$ cat config.mk
export PLATFORM = sky130hd
export DESIGN_NAME = vector_gather
export DESIGN_NICKNAME = d
export VERILOG_FILES = /design/src/rtl/linalg_pkg.sv /design/src/rtl/vector_bank.sv /design/src/rtl/vector_gather.sv
export SDC_FILE = /design/constraint.sdc
export NUM_CORES = 1
export LEC_CHECK = 0
export CELL_PAD_IN_SITES_DETAIL_PLACEMENT = 2
export CELL_PAD_IN_SITES_GLOBAL_PLACEMENT = 2
export CORE_UTILIZATION = 29
export CTS_CLUSTER_DIAMETER = 30
export CTS_CLUSTER_SIZE = 30
export DETAILED_ROUTE_END_ITERATION = 8
export PLACE_DENSITY = 0.76
export SYNTH_ARGS = -nofsm -noshare
export SYNTH_HDL_FRONTEND = slang
export SYNTH_SLANG_ARGS = --single-unit
$ cat constraint.sdc
create_clock -name clk -period 2.2 [get_ports clk]
set_clock_uncertainty 0.1 [all_clocks]
set_input_delay 0.44 -clock clk [delete_from_list [all_inputs] [get_ports clk]]
set_output_delay 0.44 -clock clk [all_outputs]
set_load 0.005 [all_outputs]
$ cat src/rtl/linalg_pkg.sv
`default_nettype none
// +----------------------------------------------------------------------------+
// | Module      : linalg_pkg                                                   |
// | Description : Shared types and constants for the linalg block family      |
// |               (vector_gather, inner_product and later blocks).             |
// |               float_t        - IEEE-754 single-precision word              |
// |               gather_state_e - FILL / PRESENT handshake states             |
// |               FLOAT_ZERO     - +0.0 encoding, used as the reset value      |
// | Revision    : 1.0 - initial release                                        |
// +----------------------------------------------------------------------------+
package linalg_pkg;

  typedef logic [31:0] float_t;

  typedef enum logic [0:0] {
    ST_FILL    = 1'b0,
    ST_PRESENT = 1'b1
  } gather_state_e;

  localparam float_t FLOAT_ZERO = 32'h0000_0000;

endpackage : linalg_pkg
`default_nettype wire

$ cat src/rtl/vector_bank.sv
`default_nettype none
// +----------------------------------------------------------------------------+
// | Module      : vector_bank                                                  |
// | Description : One N-lane (a, b) pair register with write-lane counter and  |
// |               full flag. Each write lands in the lane given by the counter;|
// |               the write into lane N-1 wraps the counter and sets full.     |
// |               The bank stays full until released by the owner.             |
// | Ports       : clk, rst (async, active low)                                 |
// |               wr_en, wr_a, wr_b  - write one pair into the current lane    |
// |               rel                - clear the full flag                     |
// |               full, last         - bank full / next write completes it     |
// |               v1, v2             - packed lanes, lane k = bits [W*k +: W]  |
// | Revision    : 1.0 - initial release                                        |
// +----------------------------------------------------------------------------+
module vector_bank
  import linalg_pkg::*;
#(
  parameter int N = 4,
  parameter int W = 32
) (
  input  logic           clk,
  input  logic           rst,
  input  logic           wr_en,
  input  logic [W-1:0]   wr_a,
  input  logic [W-1:0]   wr_b,
  input  logic           rel,
  output logic           full,
  output logic           last,
  output logic [N*W-1:0] v1,
  output logic [N*W-1:0] v2
);

  // A one-lane bank still needs a 1-bit counter to keep the ranges legal.
  localparam int             IDX_W     = (N > 1) ? $clog2(N) : 1;
  localparam logic [IDX_W-1:0] LAST_IDX = IDX_W'(N - 1);
  localparam logic [W-1:0]   LANE_ZERO = W'(FLOAT_ZERO);

  logic [IDX_W-1:0] idx_q, idx_d;
  logic             full_q, full_d;
  logic [N*W-1:0]   v1_q, v1_d;
  logic [N*W-1:0]   v2_q, v2_d;

  always_comb begin
    idx_d  = idx_q;
    full_d = full_q;
    v1_d   = v1_q;
    v2_d   = v2_q;
    if (wr_en) begin
      v1_d[W*int'(idx_q) +: W] = wr_a;
      v2_d[W*int'(idx_q) +: W] = wr_b;
      if (idx_q == LAST_IDX) begin
        idx_d  = '0;
        full_d = 1'b1;
      end else begin
        idx_d  = idx_q + IDX_W'(1);
      end
    end
    // The owner never writes and releases the same bank on one edge.
    if (rel) begin
      full_d = 1'b0;
    end
  end

  always_ff @(posedge clk or negedge rst) begin
    if (!rst) begin
      idx_q  <= '0;
      full_q <= 1'b0;
      v1_q   <= {N{LANE_ZERO}};
      v2_q   <= {N{LANE_ZERO}};
    end else begin
      idx_q  <= idx_d;
      full_q <= full_d;
      v1_q   <= v1_d;
      v2_q   <= v2_d;
    end
  end

  assign full = full_q;
  assign last = (idx_q == LAST_IDX);
  assign v1   = v1_q;
  assign v2   = v2_q;

endmodule : vector_bank
`default_nettype wire

$ cat src/rtl/vector_gather.sv
`default_nettype none
// +----------------------------------------------------------------------------+
// | Module      : vector_gather                                                |
// | Description : Deserialises a stream of (a, b) element pairs into two       |
// |               packed N-element vectors for inner_product. Each output      |
// |               vector has its own stb/ack and is released independently.   |
// |               All outputs come straight from flops.                        |
// | Ports       : clk, rst (async, active low)                                 |
// |               input_a/input_b/input_stb/input_ack       - pair stream      |
// |               output_v1/output_v1_stb/output_v1_ack     - vector 1         |
// |               output_v2/output_v2_stb/output_v2_ack     - vector 2         |
// | Config      : VECTOR_GATHER_DBUF_EN - two banks; filling continues while   |
// |               the other bank is presented. Undefined: single bank.         |
// | Revision    : 1.0 - initial release                                        |
// +----------------------------------------------------------------------------+
module vector_gather
  import linalg_pkg::*;
#(
  parameter int N = 4,
  parameter int W = 32
) (
  input  logic           clk,
  input  logic           rst,
  input  logic [W-1:0]   input_a,
  input  logic [W-1:0]   input_b,
  input  logic           input_stb,
  output logic           input_ack,
  output logic [N*W-1:0] output_v1,
  output logic [N*W-1:0] output_v2,
  output logic           output_v1_stb,
  output logic           output_v2_stb,
  input  logic           output_v1_ack,
  input  logic           output_v2_ack
);

`ifdef VECTOR_GATHER_DBUF_EN
  localparam int NUM_BANKS = 2;
`else
  localparam int NUM_BANKS = 1;
`endif

  gather_state_e state_q, state_d;
  logic          input_ack_q, input_ack_d;
  logic          v1_stb_q, v1_stb_d;
  logic          v2_stb_q, v2_stb_d;

  logic                 xfer;
  logic                 v1_clr;
  logic                 v2_clr;
  logic                 stbs_clear_next;
  logic [NUM_BANKS-1:0] bank_wr;
  logic [NUM_BANKS-1:0] bank_rel;
  logic [NUM_BANKS-1:0] bank_full;
  logic [NUM_BANKS-1:0] bank_last;
  logic [N*W-1:0]       bank_v1 [NUM_BANKS];
  logic [N*W-1:0]       bank_v2 [NUM_BANKS];

  generate
    for (genvar g = 0; g < NUM_BANKS; g++) begin : g_bank
      vector_bank #(
        .N (N),
        .W (W)
      ) u_bank (
        .clk   (clk),
        .rst   (rst),
        .wr_en (bank_wr[g]),
        .wr_a  (input_a),
        .wr_b  (input_b),
        .rel   (bank_rel[g]),
        .full  (bank_full[g]),
        .last  (bank_last[g]),
        .v1    (bank_v1[g]),
        .v2    (bank_v2[g])
      );
    end
  endgenerate

  assign xfer   = input_stb && input_ack_q;
  assign v1_clr = v1_stb_q && output_v1_ack;
  assign v2_clr = v2_stb_q && output_v2_ack;
  // Nothing is presented after this edge: each stb is either already low or
  // being taken now.
  assign stbs_clear_next = (!v1_stb_q || v1_clr) && (!v2_stb_q || v2_clr);

`ifdef VECTOR_GATHER_DBUF_EN
  // fill_sel_q names the bank being filled; the other bank is presented.
  // state_q tracks whether the presented bank still holds an unreleased
  // vector.
  logic fill_sel_q, fill_sel_d;
  logic fill_ready;
  logic swap;

  always_comb begin
    fill_ready = (xfer && bank_last[fill_sel_q]) || bank_full[fill_sel_q];
    // The completed fill bank is handed over as soon as the presented bank
    // frees up, including on the very edge that frees it.
    swap       = fill_ready && stbs_clear_next;

    bank_wr[0]  = xfer && !fill_sel_q && !bank_full[0];
    bank_wr[1]  = xfer &&  fill_sel_q && !bank_full[1];
    bank_rel[0] = fill_sel_q  && (state_q == ST_PRESENT) && stbs_clear_next;
    bank_rel[1] = !fill_sel_q && (state_q == ST_PRESENT) && stbs_clear_next;

    fill_sel_d  = swap ? !fill_sel_q : fill_sel_q;
    v1_stb_d    = (v1_stb_q && !v1_clr) || swap;
    v2_stb_d    = (v2_stb_q && !v2_clr) || swap;
    state_d     = (v1_stb_d || v2_stb_d) ? ST_PRESENT : ST_FILL;
    // After a swap the new fill bank is the one just released, so input
    // only closes when a full fill bank is left waiting.
    input_ack_d = !(fill_ready && !swap);
  end

  always_ff @(posedge clk or negedge rst) begin
    if (!rst) begin
      fill_sel_q <= 1'b0;
    end else begin
      fill_sel_q <= fill_sel_d;
    end
  end

  assign output_v1 = fill_sel_q ? bank_v1[0] : bank_v1[1];
  assign output_v2 = fill_sel_q ? bank_v2[0] : bank_v2[1];
`else
  always_comb begin
    bank_wr[0]  = xfer && !bank_full[0];
    bank_rel[0] = (state_q == ST_PRESENT) && stbs_clear_next;

    state_d  = state_q;
    v1_stb_d = v1_stb_q && !v1_clr;
    v2_stb_d = v2_stb_q && !v2_clr;
    case (state_q)
      ST_FILL: begin
        if (xfer && bank_last[0]) begin
          state_d  = ST_PRESENT;
          v1_stb_d = 1'b1;
          v2_stb_d = 1'b1;
        end
      end
      ST_PRESENT: begin
        if (stbs_clear_next) begin
          state_d = ST_FILL;
        end
      end
      default: begin
        state_d = ST_FILL;
      end
    endcase
    input_ack_d = (state_d == ST_FILL);
  end

  assign output_v1 = bank_v1[0];
  assign output_v2 = bank_v2[0];
`endif

  // input_ack resets low and rises on the first edge after reset release.
  always_ff @(posedge clk or negedge rst) begin
    if (!rst) begin
      state_q     <= ST_FILL;
      input_ack_q <= 1'b0;
      v1_stb_q    <= 1'b0;
      v2_stb_q    <= 1'b0;
    end else begin
      state_q     <= state_d;
      input_ack_q <= input_ack_d;
      v1_stb_q    <= v1_stb_d;
      v2_stb_q    <= v2_stb_d;
    end
  end

  assign input_ack     = input_ack_q;
  assign output_v1_stb = v1_stb_q;
  assign output_v2_stb = v2_stb_q;

endmodule : vector_gather
`default_nettype wire

==> metrics.md, run 1 <==
| Metric | Value |
|---|---|
| Yosys reg bits | 263 |
| Net Sw Power | 7.54 mW |
| Tcrit/Tclk final | 0.958 |
| Overall Power | 25.5 mW |
| Core ar. | 0.0326 mm^2 |
| Worst hold path class | in -> async |
| CP Max Fanout | 8 |
| Required @ worst endpoint | 1660 ps |
| Lkg Pwr | 6.90 nW |
| Family with the most delay on the worst path | buffers and inverters |
| Worst slew pin tran | 481 ps |
| Routed len/inst | 24.6 um |
| Final nets | 1182 |
| Clock Power Share | 0.340 |
| CP Capture Type | output pin |
| H-tree levels | 2 |
| Max-slew violations | 0 |
| Synth warn | 0 |
| Pre-antenna DRT Iters | 4 |
| CTS Root Cell | clkbuf_16 |
| # Max-Cap Violations | 0 |
| GRT overflow | 0 |
| Setup TNS | 0 ps |
| Initial antenna violation count | 1 |
| Vias in the first global route | 9314 |
| Number of buffer cells added on primary ports | 327 |
| First-pass GRT wire length | 59900 um |
| CP Launch Type | flip-flop |
| Worst path cell trace | clkdlybuf4s50_1 |
| Synth Cell Area | 0.00963 mm^2 |
| Register area share after synthesis | 0.683 |
| Area Overhead vs Synth | 62.1% |
| Clock latency on the worst-skew pair | 540 ps |
| Layout fillers | 3138 |
| GRT Total Usage | 0.233 |
| Post-Synthesis Cells | 742 |
| Internal | 17.9 mW |
| Overall via count from detail_route | 7956 |
| Slowest-stage cell, CP | clkdlybuf4s50_1 |
| Netlist cell types | 23 |
| Min Tclk post-route | 2110 ps |
| Share of cells above drive strength 1 | 0.117 |
| TritonCTS clock tree | done |
| DR vias/cell | 5.00 |
| Combinational share of power | 0.338 |
| Full die area | 0.0339 mm^2 |
| Share of power burned in registers | 0.322 |
| Top cells by area, synth | dfrtp_1 68%, a22o_1 17%, nand2_1 5.1% |
| Rows | 66 |
| GPL Wtd Cong | 0.724 |
| Cell count after placement | 1486 |
| CP Class | reg -> out |
| Initial Util | 0.295 |
| Mapped Nets | 817 |
| Clk slew on worst S/H paths | 50 ps |
| Worst path bufs/invs | 1 |
| I/O pin count | 328 |
| Slowest stage delay, CP | 580 ps |
| Worst Path Arrival | 1570 ps |
| Syn avg cell area | 13.0 um^2 |
| Pin count of the biggest net entering global routing | 54 |
| Slew HR | 0.679 |
| Hold Vio Cnt, Final | 0 |
| Max clock buf depth | 3 |
| Top cell type's share of synthesized area | 0.683 |
| Cell taking the most area after synthesis | dfrtp_1 |
| Die Wd | 184 um |
| Die Y-Extent | 184 um |
| Max IR drop VDD | 0.720 mV |
| Status | finished, final reports clean |
| Pwr dens | 1630 mW/mm^2 |
| Overall routed net length | 39200 um |
| DRT iter0 DRCs | 342 |
| Cts bufs inserted | 60 |
| Fmax | 474 MHz |
| Non-Filler Instances | 1592 |
| DP HPWL | 24700 um |
| Post-DRT Antenna Nets | 0 |
| Sw Share | 0.296 |
| RSZ-0062 raised after global routing | false |
| Clock sink total | 263 |
| Count of final setup violators | 0 |
| # DRC | 0 |
==> worst paths after layout <==
path / start / endpoint / slack, ps / cells past startpoint
worst max-delay path: input_ack / input_ack / 90 / 1
worst min-delay path: rst / g_bank[0].u_bank.v2[90] / 320 / 2
worst max register to register: g_bank[0].u_bank.idx_q[1] / g_bank[0].u_bank.v2[23] / 140 / 6
worst min register to register: g_bank[0].u_bank.v2[30] / g_bank[0].u_bank.v2[30] / 380 / 2
max in group asynchronous: rst / g_bank[0].u_bank.v1[86] / 950 / 3
min in group clk: g_bank[0].u_bank.v2[30] / g_bank[0].u_bank.v2[30] / 380 / 2
==> state kept, by name (all words and copies together) (netlist names) <==
name and count:
g_bank.u_bank.v2 128, g_bank.u_bank.v1 128, g_bank.u_bank.full 1, input_ack 1, state_q 1, output_v1_stb 1, output_v2_stb 1, g_bank.u_bank.idx_q 2
==> routing by layer <==
| metal | part of all wire | GRT usage | vias to the layer above |
|---|---|---|---|
| met2 | 0.51 | 0.411 | 297 |
| met4 | 0.022 | 0.0650 | 0 |
| li1 | - | - | 3435 |
| met3 | 0.070 | 0.0674 | 64 |
| met1 | 0.40 | 0.275 | 4160 |
| met5 | 0 | 0 | - |
==> layout by cell type (no fill, tap or decap), drive strengths merged <==
master         netlist  final
clkdlybuf4s50        0    326
diode                0      2
nand3                2      2
o21a                 2      2
and3                 1      1
nand2b               2      2
buf                 26     38
clkinvlp             0      3
ha                   6      6
clkbuf              36     81
dfrtp              263    263
nor3b                1      1
or4                  1      1
nand4b               4      4
dlygate4sd3          0      1
nor4                 1      1
nand2              130    130
o21ai               68     68
mux2                 1      1
nor4b                1      1
and4b                1      1
clkinv               0     12
nor2                 2      2
a22o               192    192
inv                  2      2
bufinv               0      7
==> power by group through the flow <==
stage | clock [mW] | sequential [mW] | combinational (mW)
floorplan | 0 | 8.14 | 2.54
global placement | 0 | 8.05 | 8.18
detailed placement | 0 | 8.15 | 8.50
CTS | 8.82 | 8.24 | 8.72
global route | 9.06 | 8.44 | 9.22
finish | 8.65 | 8.21 | 8.61
==> final cells by class <==
cell class | instances | area [um^2] | share of cell area
clock inverters | 22 | 297 | 0.0190
multi-input cells | 415 | 2770 | 0.177
repair buffers | 365 | 3740 | 0.239
diodes | 2 | 5.00 | 0.000321
flip-flops and latches | 263 | 6580 | 0.422
inverters | 2 | 7.51 | 0.000481
well taps | 442 | 553 | 0.0354
clock buffers | 81 | 1660 | 0.106
==> repair_timing <==
action | 4_1_cts | 5_1_grt
setup endpoints to repair | 1 | 22
endpoints found under the hold margin | 43 | 0
hold buffers | 1 | 0
buffers inserted | 0 | 0
gates resized for setup | 1 | 4
==> stage by stage <==
step           setup slack [ps]  hold slack (ps)  area (um^2)  utilization
6_report                   91.4              324        15600        0.479
5_1_grt                    7.62              354        15600        0.479
2_1_floorplan               316             44.4         9630            -
3_3_place_gp              -77.1              309        13600        0.418
3_5_place_dp              -96.2              307        13600        0.418
4_1_cts                    27.0              327        15600        0.478
==> cells by family after synthesis <==
kind of cell / count (synthesis) / synth area share
simple gates: 146 / 0.0644
fa+ha+maj: 6 / 0.00779
mux: 1 / 0.00117
buf+inv: 64 / 0.0318
flops: 263 / 0.683
compound gates: 262 / 0.211
==> Yosys cell counts <==
library cell / n
nand2_1: 130
a22o_1: 192
nand3_1: 2
or4_1: 1
nor3b_1: 1
dfrtp_1: 263
ha_1: 6
buf_6: 6
nand4b_2: 1
mux2_2: 1
and3_1: 1
inv_1: 2
nand4b_1: 3
buf_1: 3
nor4_4: 1
buf_2: 17
clkbuf_1: 36
o21a_1: 2
nor2_1: 2
nor4b_1: 1
and4b_1: 1
o21ai_0: 68
nand2b_1: 2
Note: power is estimated with default switching activity, not from simulation.
==> run 2: changes to the inputs <==
--- a/config.mk
+++ b/config.mk
@@ -7,11 +7,13 @@
 export LEC_CHECK = 0
 export CELL_PAD_IN_SITES_DETAIL_PLACEMENT = 2
 export CELL_PAD_IN_SITES_GLOBAL_PLACEMENT = 2
-export CORE_UTILIZATION = 29
+export CORE_UTILIZATION = 26
 export CTS_CLUSTER_DIAMETER = 30
 export CTS_CLUSTER_SIZE = 30
 export DETAILED_ROUTE_END_ITERATION = 8
-export PLACE_DENSITY = 0.76
+export HOLD_SLACK_MARGIN = 0.02
+export PLACE_DENSITY = 0.72
+export SLEW_MARGIN = 20
 export SYNTH_ARGS = -nofsm -noshare
 export SYNTH_HDL_FRONTEND = slang
 export SYNTH_SLANG_ARGS = --single-unit
==> constraint.sdc (replaced) <==
create_clock -name clk -period 1.8 [get_ports clk]
set_clock_uncertainty 0.1 [all_clocks]
set_input_delay 0.36 -clock clk [delete_from_list [all_inputs] [get_ports clk]]
set_output_delay 0.36 -clock clk [all_outputs]
set_load 0.005 [all_outputs]
==> run 2 against run 1 <==
- the flow now finishes with violations (negative setup slack)
- critical endpoint is now g_bank[0].u_bank.v2[113]
- register-to-register slack got worse by 270 ps
- sequential cell count unchanged
- power grew 36%
- die area up 11%
- clock-buffer cell count rose by 8
- setup slack worse by 220 ps
- critical path type is now reg -> reg
- global-route usage fell by 1.0 points
- utilization is 0.25 points higher
==> metrics.md, run 2 (synthesis results as in run 1) <==
| Metric | Value |
|---|---|
| Status | complete, but fails checks |
| Failing checks | negative setup slack |
| Overall via count from detail_route | 8667 (+8.9%) |
| Fin area | 0.0176 mm^2 (+13%) |
| Share of power burned in registers | 0.287 (-0.035) |
| Hold Vio Cnt, Final | 0 (unchanged) |
| Worst Path Arrival | 2310 ps (+740 ps) |
| Clk slew on worst S/H paths | 40 ps (about the same) |
| Reg2reg end | g_bank[0].u_bank.v2[113] |
| Max IR drop VDD | 1.11 mV (+55%) |
| Flop-to-flop setup slack | -130 ps (-270 ps) |
| Overall routed net length | 45800 um (+17%) |
| Setup TNS | -13650 ps (-13650 ps) |
| Placed cell area | 0.0138 mm^2 (+1.4%) |
| GRT overflow | 0 (unchanged) |
| Rows | 70 (+6.1%) |
| Combinational share of power | 0.336 (-0.002) |
| Fin Hold WS | 207 ps (-117 ps) |
| DR vias/cell | 5.04 (+0.83%) |
| Net Sw Power | 10.9 mW (+44%) |
| CP endpoint | g_bank[0].u_bank.v2[113] |
| Worst slew pin tran | 457 ps (-23.8 ps) |
| Full die area | 0.0378 mm^2 (+11%) |
| Sw Share | 0.314 (+0.0178) |
| CP Max Fanout | 5 (-3) |
| Share of cells above drive strength 1 | 0.284 (+0.167) |
| Area Overhead vs Synth | 82.4% |
| Die Y-Extent | 194 um (+5.5%) |
| Required @ worst endpoint | 2180 ps (+520 ps) |
| Reg-to-reg startpoint | g_bank[0].u_bank.idx_q[0] |
| CP Launch Type | flip-flop |
| DRT iter0 DRCs | 333 (-2.6%) |
| CTS Root Cell | clkbuf_16 |
| CP Capture Type | flip-flop |
| Worst hold path class | in -> async |
| Die Wd | 194 um (+5.5%) |
| Min Tclk post-route | 1930 ps |
| Clock sink total | 263 (unchanged) |
| Fmax | 519 MHz |
| Tcrit/Tclk final | 1.07 |
| DP HPWL | 24700 um (+0.20%) |
| Pwr dens | 1970 mW/mm^2 (+21%) |
| Count of final setup violators | 216 (+216) |
| Overall Power | 34.7 mW (+36%) |
| Routed len/inst | 26.6 um (+8.1%) |
| Initial antenna violation count | 3 (+2) |
| Lkg Pwr | 9.29 nW (+35%) |
| I/O pin count | 328 (unchanged) |
| Initial Util | 0.264 (-0.0316) |
| GRT Total Usage | 0.223 (-0.0101) |
| CP Class | reg -> reg |
| H-tree levels | 3 (+1) |
| First-pass GRT wire length | 63600 um (+6.3%) |
| Vias in the first global route | 9671 (+3.8%) |
| Pin count of the biggest net entering global routing | 71 (+31%) |
| Max clock buf depth | 3 (unchanged) |
| # DRC | 0 (unchanged) |
| Most frequent cells in the layout | 261 x dfrtp_1, 257 x dlygate4sd2_1, 192 x a22o_1, 83 x clkbuf_16, 74 x nand2_1 |
| TritonCTS clock tree | done |
| Clock latency on the worst-skew pair | 550 ps (about the same) |
| RSZ-0062 raised after global routing | true |
| Internal | 23.8 mW (+33%) |
| Final nets | 1274 (+7.8%) |
| Critical path origin | g_bank[0].u_bank.idx_q[0] |
| Pre-antenna DRT Iters | 4 (unchanged) |
| Clock Power Share | 0.376 (+0.036) |
| Layout fillers | 3543 (+13%) |
| Max-slew violations | 0 (unchanged) |
| Worst reg2reg path depth | 8 (+2) |
| Number of buffer cells added on primary ports | 327 (unchanged) |
| GPL Wtd Cong | 0.776 (+7.1%) |
| Commonest non-fill, non-tap cell in the layout | dfrtp_1 |
| Post-DRT Antenna Nets | 0 (unchanged) |
| Slew HR | 0.695 (+0.0159) |
| Core ar. | 0.0365 mm^2 (+12%) |
| PnR worst setup slack | -128 ps (-219 ps) |
| # Max-Cap Violations | 0 (unchanged) |
| Cts bufs inserted | 68 (+13%) |
[run 2: cell type report]
class	instances	area, um^2	area share
Sequential cell	263	6580	0.375
Tap cell	468	586	0.0333
Multi-Input combinational cell	415	3310	0.188
Timing Repair Buffer	449	4650	0.264
Antenna cell	1	2.50	0.000142
Clock inverter	33	490	0.0279
Inverter	2	12.5	0.000712
Clock buffer	89	1940	0.111
[run 2: power by group through the flow]
stage / clock network [mW] / logic [mW] / registers (mW)
after floorplan: 0 / 3.15 / 9.96
after global placement: 0 / 10.3 / 9.85
after detailed placement: 0 / 10.6 / 9.97
after CTS: 13.2 / 10.5 / 9.89
after global routing: 13.5 / 12.4 / 10.2
final: 13.0 / 11.7 / 9.96
[run 2: worst max-delay path: stages, from the launching register on]
cell and delay, ps:
dfrtp_2 460, inv_4 80, buf_4 140, buf_4 140, nor4b_4 340, buf_6 200
buf_12 120, clkbuf_16 140, a22o_1 130
[run 2: how the worst min path moves through the flow]
stage / from / endpoint / slack [ps]
floorplan: rst / g_bank[0].u_bank.full / -40
global placement: rst / g_bank[0].u_bank.v1[57] / 210
detailed placement: rst / g_bank[0].u_bank.v1[57] / 210
CTS: rst / g_bank[0].u_bank.v1[59] / 210
global route: rst / g_bank[0].u_bank.v1[118] / 230
finish: rst / g_bank[0].u_bank.v1[57] / 210
[run 2: per-layer routing]
layer | vias up | share of wire | global-route usage | wire (um)
li1 | 3666 | - | - | -
met1 | 4612 | 0.40 | 0.262 | 18500
met2 | 305 | 0.51 | 0.385 | 23400
met3 | 80 | 0.061 | 0.0691 | 2810
met4 | 4 | 0.024 | 0.0738 | 1090
met5 | - | 0.00050 | 0 | 23
[run 2: stage by stage]
step,setup WS [ps],std cells,util
2_1_floorplan,-16.9,742,-
3_3_place_gp,-251,1524,0.378
3_5_place_dp,-316,1524,0.378
4_1_cts,-112,1701,0.457
5_1_grt,-196,1720,0.481
6_report,-128,1720,0.481
[run 2: timing repair]
item	in CTS	in global routing
buffers inserted	46	9
gates resized for setup	350	170
gates cloned	9	14
endpoints found under the hold margin	172	0
setup endpoints to repair	515	258
hold buffers	1	0
pin swaps	14	44
